File: config.mk
export PLATFORM = sky130hd
export DESIGN_NAME = hawk_cmpdcmp_rd_mngr
export DESIGN_NICKNAME = d
export VERILOG_FILES = /design/src/rtl/hacd_pkg.sv /design/src/rtl/hawk_rd_issue_ctr.sv /design/src/rtl/hawk_cmpdcmp_rd_mngr.sv
export SDC_FILE = /design/constraint.sdc
export NUM_CORES = 1
export LEC_CHECK = 0
export CAP_MARGIN = 30
export CORE_AREA = 2 2 288 290
export CTS_CLUSTER_DIAMETER = 200
export CTS_CLUSTER_SIZE = 24
export DETAILED_ROUTE_END_ITERATION = 12
export DIE_AREA = 0 0 290 292
export SLEW_MARGIN = 30
export SYNTH_ARGS = -nofsm -noshare
export SYNTH_HDL_FRONTEND = slang
export SYNTH_SLANG_ARGS = --single-unit
export TNS_END_PERCENT = 30
File: constraint.sdc
create_clock -name clk_i -period 3.2 [get_ports clk_i]
set_input_delay 0.32 -clock clk_i [delete_from_list [all_inputs] [get_ports clk_i]]
set_output_delay 0.32 -clock clk_i [all_outputs]
set_load 0.01 [all_outputs]
File: src/rtl/hacd_pkg.sv
// Shared types and constants for the hawk compress/decompress path.
package hacd_pkg;

    localparam int CMP_PAGE_LINES = 64;
    localparam int LINE_BYTES     = 64;
    localparam int PAGE_SHIFT     = 12;

    // comp_decomp=1 selects compress (read a whole 4 KiB page by iWay_ptr).
    typedef struct packed {
        logic        comp_decomp;
        logic [35:0] iWay_ptr;
        logic [47:0] cPage_byteStart;
    } iWayORcPagePkt_t;

    typedef enum logic [2:0] {
        ST_IDLE,
        ST_READ,
        ST_TRIGGER,
        ST_WAIT_DONE,
        ST_RESP
    } cmpdcmp_rd_state_t;

endpackage

File: src/rtl/hawk_rd_issue_ctr.sv
// Read-issue bookkeeping: issue/response counters, outstanding limit and line address generation.
module hawk_rd_issue_ctr
    import hacd_pkg::*;
#(
    parameter int ADDR_W          = 48,
    parameter int MAX_OUTSTANDING = 8
) (
    input  logic              clk_i,
    input  logic              rst_ni,
    input  logic              start_i,
    input  logic [ADDR_W-1:0] base_i,
    input  logic [6:0]        total_i,
    input  logic              active_i,
    input  logic              rd_req_ready,
    input  logic              rd_resp_valid,
    output logic              rd_req_valid,
    output logic [ADDR_W-1:0] rd_req_addr,
    output logic              last_rsp_o
);

    logic [6:0]        iss_cnt_q, iss_cnt_d;
    logic [6:0]        rsp_cnt_q, rsp_cnt_d;
    logic [6:0]        total_q, total_d;
    logic [ADDR_W-1:0] base_q, base_d;
    logic [6:0]        outstanding;
    logic              issue;
    logic              resp;

    // Counters are 7 bits so a full page (64) is representable; the difference never exceeds 64.
    assign outstanding  = iss_cnt_q - rsp_cnt_q;
    assign rd_req_valid = active_i && (iss_cnt_q < total_q)
                          && ({1'b0, outstanding} < 8'(MAX_OUTSTANDING));
    assign issue        = rd_req_valid && rd_req_ready;
    assign resp         = active_i && rd_resp_valid;
    assign rd_req_addr  = active_i ? base_q + (ADDR_W'(iss_cnt_q) << $clog2(LINE_BYTES)) : '0;
    assign last_rsp_o   = resp && (rsp_cnt_d == total_q);

    always_comb begin
        iss_cnt_d = iss_cnt_q;
        rsp_cnt_d = rsp_cnt_q;
        total_d   = total_q;
        base_d    = base_q;
        if (start_i) begin
            iss_cnt_d = '0;
            rsp_cnt_d = '0;
            total_d   = total_i;
            base_d    = base_i;
        end else begin
            if (issue) iss_cnt_d = iss_cnt_q + 7'd1;
            if (resp)  rsp_cnt_d = rsp_cnt_q + 7'd1;
        end
    end

    always_ff @(posedge clk_i or negedge rst_ni) begin
        if (!rst_ni) begin
            iss_cnt_q <= '0;
            rsp_cnt_q <= '0;
            total_q   <= '0;
            base_q    <= '0;
        end else begin
            iss_cnt_q <= iss_cnt_d;
            rsp_cnt_q <= rsp_cnt_d;
            total_q   <= total_d;
            base_q    <= base_d;
        end
    end

endmodule

File: src/rtl/hawk_cmpdcmp_rd_mngr.sv
// Read manager for one page-migration request: reads source lines, triggers the write manager, reports done.
// Optional HAWK_CMPDCMP_RD_CHKSUM_EN adds rd_chksum, the XOR of all response lines of the current request.
module hawk_cmpdcmp_rd_mngr
    import hacd_pkg::*;
#(
    parameter int ADDR_W          = 48,
    parameter int MAX_OUTSTANDING = 8
) (
    input  logic              clk_i,
    input  logic              rst_ni,
    input  logic              req_valid,
    output logic              req_ready,
    input  iWayORcPagePkt_t   req_pkt,
    output logic              rd_req_valid,
    output logic [ADDR_W-1:0] rd_req_addr,
    input  logic              rd_req_ready,
    input  logic              rd_resp_valid,
    input  logic [511:0]      rd_resp_data,
    output logic              cmpdcmp_trigger,
    output iWayORcPagePkt_t   iWayORcPagePkt,
    input  logic              cmpdcmp_done,
    output logic              req_done,
    output logic              busy
`ifdef HAWK_CMPDCMP_RD_CHKSUM_EN
    ,
    output logic [511:0]      rd_chksum
`endif
);

    cmpdcmp_rd_state_t state_q, state_d;
    iWayORcPagePkt_t   pkt_q, pkt_d;
    logic              accept;
    logic              last_rsp;
    logic [ADDR_W-1:0] base_addr;
    logic [6:0]        total;

    // Compress reads the whole page behind iWay_ptr; decompress reads the one line holding cPage_byteStart.
    assign base_addr = req_pkt.comp_decomp
                       ? (ADDR_W'(req_pkt.iWay_ptr) << PAGE_SHIFT)
                       : (ADDR_W'(req_pkt.cPage_byteStart) & ~ADDR_W'(LINE_BYTES - 1));
    assign total     = req_pkt.comp_decomp ? 7'(CMP_PAGE_LINES) : 7'd1;

    hawk_rd_issue_ctr #(
        .ADDR_W          (ADDR_W),
        .MAX_OUTSTANDING (MAX_OUTSTANDING)
    ) u_ctr (
        .clk_i         (clk_i),
        .rst_ni        (rst_ni),
        .start_i       (accept),
        .base_i        (base_addr),
        .total_i       (total),
        .active_i      (state_q == ST_READ),
        .rd_req_ready  (rd_req_ready),
        .rd_resp_valid (rd_resp_valid),
        .rd_req_valid  (rd_req_valid),
        .rd_req_addr   (rd_req_addr),
        .last_rsp_o    (last_rsp)
    );

    always_comb begin
        state_d = state_q;
        pkt_d   = pkt_q;
        accept  = 1'b0;
        case (state_q)
            ST_IDLE: begin
                if (req_valid) begin
                    accept  = 1'b1;
                    pkt_d   = req_pkt;
                    state_d = ST_READ;
                end
            end
            ST_READ:      if (last_rsp) state_d = ST_TRIGGER;
            ST_TRIGGER:   state_d = ST_WAIT_DONE;
            ST_WAIT_DONE: if (cmpdcmp_done) state_d = ST_RESP;
            ST_RESP:      state_d = ST_IDLE;
            default:      state_d = ST_IDLE;
        endcase
    end

    always_ff @(posedge clk_i or negedge rst_ni) begin
        if (!rst_ni) begin
            state_q <= ST_IDLE;
            pkt_q   <= '0;
        end else begin
            state_q <= state_d;
            pkt_q   <= pkt_d;
        end
    end

    assign req_ready       = (state_q == ST_IDLE);
    assign busy            = (state_q != ST_IDLE);
    assign cmpdcmp_trigger = (state_q == ST_TRIGGER);
    assign req_done        = (state_q == ST_RESP);
    assign iWayORcPagePkt  = pkt_q;

`ifdef HAWK_CMPDCMP_RD_CHKSUM_EN
    logic [511:0] chksum_q, chksum_d;

    always_comb begin
        chksum_d = chksum_q;
        if (accept)
            chksum_d = '0;
        else if ((state_q == ST_READ) && rd_resp_valid)
            chksum_d = chksum_q ^ rd_resp_data;
    end

    always_ff @(posedge clk_i or negedge rst_ni) begin
        if (!rst_ni) chksum_q <= '0;
        else         chksum_q <= chksum_d;
    end

    assign rd_chksum = chksum_q;
`else
    // Line data goes straight to the compressor core; nothing here consumes it.
    logic unused_resp_data;
    assign unused_resp_data = ^rd_resp_data;
`endif

endmodule

# Yosys cells after proc, flatten, opt, wreduce, memory -nomap -nowiden
# Cells that the tools add are included.
# W data, S select, Z words.
dict set report totals {
  reg_bits 157
  latch_bits 0
  ramBits 0
  mem_bits_ro 0
  inputBits 603
  out_inout_bits 138
  word_cells 45
  n_memories 0
}
dict set report classes {
  addsub 4
  multipliers 0
  div_mod_pow 0
  magnitude_cmp 2
  eq_ne 8
  shifts 0
  muxes 13
  bitwise_logic 0
  n_reduce_logical 10
}
# operator n
set ops {}
lappend ops {{$mux W48} 2}
lappend ops {{$add A48 B13 Y48} 1}
lappend ops {{$mux W7} 5}
lappend ops {{$add A7 B1 Y7 const B} 2}
lappend ops {{$pmux W3 S4} 1}
lappend ops {{$mux W3} 3}
lappend ops {{$eq A7 B7 Y1} 1}
lappend ops {{$lt A7 B4 Y1 const B} 1}
lappend ops {{$lt A7 B7 Y1} 1}
lappend ops {{$sub A7 B7 Y7} 1}
lappend ops {{$eq A3 B2 Y1 const B} 2}
lappend ops {{$ne A2 B2 Y1 const B} 3}
lappend ops {{$logic_and A1 B1 Y1} 5}
lappend ops {{$eq A3 B1 Y1 const B} 1}
lappend ops {{$eq A3 B3 Y1 const B} 1}
lappend ops {{$logic_not A3 Y1} 1}
lappend ops {{$reduce_and A3 Y1} 1}
lappend ops {{$reduce_bool A3 Y1} 1}
lappend ops {{$mux W1} 2}
lappend ops {{$reduce_and A2 Y1} 1}
lappend ops {{$reduce_bool A2 Y1} 1}

# Logic depth before layout (Yosys ltp)
# Gate-level depths: netlist (run 1).
dict set report depth {
  depth_word 8
  ltp_mapped 9
  depth_no_buf 9
}

# By module
# From an unflattened synthesis (run 1), not the netlist that was laid out.
dict set report unflattened {
  hier_cells 726
  hier_area_um2 8354.3
}
# module instances cells_per_inst area_per_inst_um2 seq_area_each_um2
set by_module_without_submodules {}
lappend by_module_without_submodules {hawk_rd_issue_ctr 1 479 4521.8 1726.7}
lappend by_module_without_submodules {hawk_cmpdcmp_rd_mngr 1 247 3832.4 2202.1}

# Worst setup path before layout (run 1)
# OpenSTA, ideal clock, no wires.
dict set report synth_timing {
  kind {register to output}
  start {register u_ctr.iss_cnt_q[4]}
  end {output port rd_req_addr[35]}
  t_arrival_ns 2.320
  path_slack_ns 0.560
  stages_incl_launch_ff 9
  n_path_buf 1
  cell_sequence {dfrtp_1 > ha_1 > a21o_1 > a21o_1 > o31ai_1 > clkbuf_1 > nor3_1 > xnor2_1 > nor2_1}
}
dict set report synth_via {
  elab_chain_cells 2
}
# element line
set synth_rtl {}
lappend synth_rtl {{start, declared} hawk_rd_issue_ctr.sv:21} ;# logic [6:0] iss_cnt_q, iss_cnt_d;
lappend synth_rtl {{start signal, assigned} hawk_rd_issue_ctr.sv:61} ;# iss_cnt_q <= iss_cnt_d;
lappend synth_rtl {{$add A48 B13 Y48} hawk_rd_issue_ctr.sv:35} ;# assign rd_req_addr = active_i ? base_q + (ADDR_W'(iss_cnt_q) << $clog2(LINE_BYTES)) : '0;
lappend synth_rtl {{$mux W48} hawk_rd_issue_ctr.sv:35}
lappend synth_rtl {{end, declared} hawk_cmpdcmp_rd_mngr.sv:15} ;# output logic [ADDR_W-1:0] rd_req_addr,
# Every way passes these cells.

# Final worst setup path (run 1)
dict set report layout_timing {
  start {register u_ctr.base_q[6]}
  end {output port rd_req_addr[36]}
}
dict set report layout_via {
  elab_chain_cells 2
}
# element line
set layout_rtl {}
lappend layout_rtl {{start, declared} hawk_rd_issue_ctr.sv:24} ;# logic [ADDR_W-1:0] base_q, base_d;
lappend layout_rtl {{start signal, assigned} hawk_rd_issue_ctr.sv:64} ;# base_q <= base_d;
lappend layout_rtl {{$add A48 B13 Y48} hawk_rd_issue_ctr.sv:35}
lappend layout_rtl {{$mux W48} hawk_rd_issue_ctr.sv:35}
# Every way passes these cells.

==> results of run 1 <==
[worst paths after layout]
path / from / to / slack [ns] / cells after the start
hold / removal: rst_ni / iWayORcPagePkt[28] / 0.25 / 2
min in group clk_i: req_pkt[2] / iWayORcPagePkt[2] / 0.36 / 3
max in group asynchronous: rst_ni / iWayORcPagePkt[82] / 2.22 / 3
setup reg to reg: u_ctr.iss_cnt_q[4] / u_ctr.iss_cnt_q[5] / 0.64 / 7
hold reg to reg: iWayORcPagePkt[32] / iWayORcPagePkt[32] / 0.47 / 2
setup / recovery: u_ctr.base_q[6] / rd_req_addr[36] / 0.008 / 13
[power by group]
group / switching [W] / internal [W]
Clock: 0.00100 / 0.00113
Sequential: 0.000686 / 0.00264
Combinational: 0.00278 / 0.00235
Total: 0.00447 / 0.00612
[cell type report]
type / instances / area (µm²)
multi-input cells: 667 / 3750
clock buffers: 18 / 439
flip-flops and latches: 145 / 3630
diodes: 11 / 27.5
repair buffers: 258 / 2580
well taps: 1070 / 1340
inverters: 22 / 82.6
fillers: 9219 / 69600
clock inverters: 14 / 160
[stage by stage]
stage	total power, W	setup slack, ns
2_1_floorplan	0.00551	0.560
3_5_place_dp	0.00868	-0.0110
6_report	0.0106	0.00800
5_1_grt	0.0114	-0.147
3_3_place_gp	0.00865	0.00949
4_1_cts	0.0108	-0.104
[registers in the layout, indices dropped and copies added, names as in the netlist]
| register | cells |
|---|---|
| iWayORcPagePkt | 85 |
| state_q | 3 |
| u_ctr.iss_cnt_q | 7 |
| u_ctr.total_q | 1 |
| u_ctr.base_q | 42 |
| u_ctr.rsp_cnt_q | 7 |
[critical path, delay by kind of cell, from the launching register on]
| family | cells | cell delay (ns) |
|---|---|---|
| compound gates | 2 | 0.29 |
| xor+xnor | 1 | 0.17 |
| fa+ha+maj | 2 | 0.58 |
| buf+inv | 5 | 0.57 |
| flops | 1 | 0.37 |
| simple gates | 3 | 0.42 |
[metal layers]
metal	part of all wire (%)	vias up	track usage [%]	wire (µm)
met5	0.35	-	0	114
met4	2.9	18	2.83	947
met3	9.3	55	3.80	3010
met2	45	186	12.1	14500
met1	43	3197	9.05	14000
li1	-	3359	-	-
[layout by cell type, fill, tap and decap left out, types with 4 or more instances in the layout]
| cell | synthesis | layout |
|---|---|---|
| nand2_1 | 288 | 287 |
| clkdlybuf4s50_1 | 0 | 183 |
| dfrtp_1 | 145 | 145 |
| nor2_1 | 95 | 91 |
| a21oi_1 | 49 | 48 |
| mux2i_1 | 39 | 39 |
| xnor2_1 | 31 | 31 |
| buf_4 | 7 | 25 |
| inv_1 | 22 | 21 |
| nor3_1 | 25 | 21 |
| dlygate4sd2_1 | 0 | 19 |
| clkbuf_16 | 0 | 17 |
| o21ai_0 | 14 | 12 |
| xor2_1 | 12 | 12 |
| diode_2 | 0 | 11 |
| nand4_1 | 11 | 11 |
| buf_12 | 0 | 11 |
| nand3_1 | 11 | 9 |
| ha_1 | 15 | 9 |
| buf_2 | 1 | 8 |
| or3_1 | 8 | 7 |
| nand3b_1 | 6 | 6 |
| conb_1 | 1 | 6 |
| a21o_1 | 5 | 5 |
| inv_8 | 0 | 5 |
| and3_1 | 4 | 4 |
| nor2_2 | 0 | 4 |
| ha_4 | 0 | 4 |
| inv_6 | 0 | 4 |
| buf_6 | 0 | 4 |
[kinds of logic (layout without fill, tap and decap cells)]
logic type / count (synthesis) / count (layout) / synth area share [%]
and+or+nand+nor: 473 / 473 / 26.9
DFF: 145 / 145 / 48.7
AOI/OAI and AO/OA: 88 / 88 / 6.96
buffers and inverters: 73 / 312 / 4.04
xor gates and xnor gates: 43 / 43 / 5.05
muxes: 41 / 41 / 5.54
adders and majority gates: 16 / 16 / 2.79
other: 1 / 17 / 0.0503
[what timing repair did]
action,in CTS,in global routing
resized for setup,90,22
endpoints found under the setup margin,39,28
pin swaps,5,8
hold endpoints to repair,76,0
buffers inserted,5,2
hold buffers,1,0
==> impl_metrics.toml, run 1 <==
[outcome]
status = "complete, no violations"

[final_layout]
final_core_util_pct = 14.7
drive_gt1_share_pct = 11.0
nets = 1730
instances_no_fill = 2205
syn2layout_area_growth_pct = 61.1
fin_area_um2 = 12000

[detailed_routing]
wl_per_cell_um = 14.7
vias_per_cell = 3.09
drc = 0
ant_nets = 0
drt_iter0_drc = 420
first_pass_iters = 5
num_vias = 6815
routed_wl_um = 32500

[logic_synthesis]
ys.flop_type = "dfrtp_1"
post-synth-top-area-cell = "dfrtp_1"
yosysSeqAreaShare_pct = 48.7
ys_async_sr_fraction_pct = 100
syn-instance-count = 880
synthTopCellsByCount = "nand2_1 (288), dfrtp_1 (145), nor2_1 (95)"
synth_area_um2 = 7460
synth_most_common_cell = "nand2_1"
synth_edf_count = 0
synth_top_area_share_pct = 48.7
ys_warn_count = 0
synth.area.top_cells = "dfrtp_1 (49%), nand2_1 (14%), mux2i_1 (5.2%)"
synth.distinct_cells = 53
synth_seq_cells = 145
syn_avg_cell_area_um2 = 8.47

[timing]
period_share_pct = 99.8
worst_slew_pin_slew_ns = 0.895
finalSetupViolCount = 0
period_needed_ns = 3.19
relSlewSlack_pct = 40.3
fin_skew_ns = 0.0218
slew_viol_final = 0
fin_setup_tns_ns = 0
rsz0062_at_grt = "yes"
fmax_ghz = 0.313
final_hold_viol_count = 0
holdWs_ns = 0.252

[pwr]
vdd_drop_max_uv = 364
total_leakage_power_nw = 5.10
p_per_area_nw_per_um2 = 882

[global_route]
grt_pass1_vias = 6828
overflow = 0
grt_max_degree = 84
grt_first_pass_wirelength_um = 46700
antenna_found_initial = 20
grt_use_total_pct = 7.72

[floorplan]
die_w_um = 290
die_area_um2 = 84700
coreArea_um2 = 81600
ios = 741
initial_core_util_pct = 9.14
chipHeight_um = 292
placementRows = 105

[setup_path]
cp-start-kind = "register"
critPathCaptureType = "output pin"
critPathMaxFanout = 4
crit_required_ns = 2.88
crit_chain = "ha_2 -> inv_2 -> fa_2 -> nor2b_4 -> o31ai_4 -> buf_6 -> a211oi_4 -> buf_6 -> buf_12 -> nand4_1 -> xor2_1 -> nor2_2 -> buf_12"
crit_type = "reg2out"
worst_path_max_delay_cell = "fa_2"
critPathMaxStageDelay_ns = 0.38
arrival_ns = 2.87

[placed_design]
placedCellCount = 2153
dpl.hpwl_um = 25400
detailed_place.area_um2 = 11100
gpl.final_weighted_congestion = 0.764
port_buffers = 222

[min_path]
hp-class = "in2async"

[clocking]
root_buffer = "clkbuf_16"
cts.path.max_buffers = 2
clk_latency_ns = 0.49
numCtsBuffers = 17
cts_sinks = 145
cts_tree = "yes"
path_clk_slew_ns = 0.07
htreeDepth = 4

[job]
drv_cap = 0
Note: power is estimated with default switching activity, not from simulation.
==> run 2: changes to the inputs <==
--- a/config.mk
+++ b/config.mk
@@ -7,7 +7,7 @@
 export LEC_CHECK = 0
 export CAP_MARGIN = 30
 export CORE_AREA = 2 2 288 290
-export CTS_CLUSTER_DIAMETER = 200
+export CTS_CLUSTER_DIAMETER = 30
 export CTS_CLUSTER_SIZE = 24
 export DETAILED_ROUTE_END_ITERATION = 12
 export DIE_AREA = 0 0 290 292
==> results of run 2 <==
No change in the layout: final DEF, timing and power equal those of run 1.
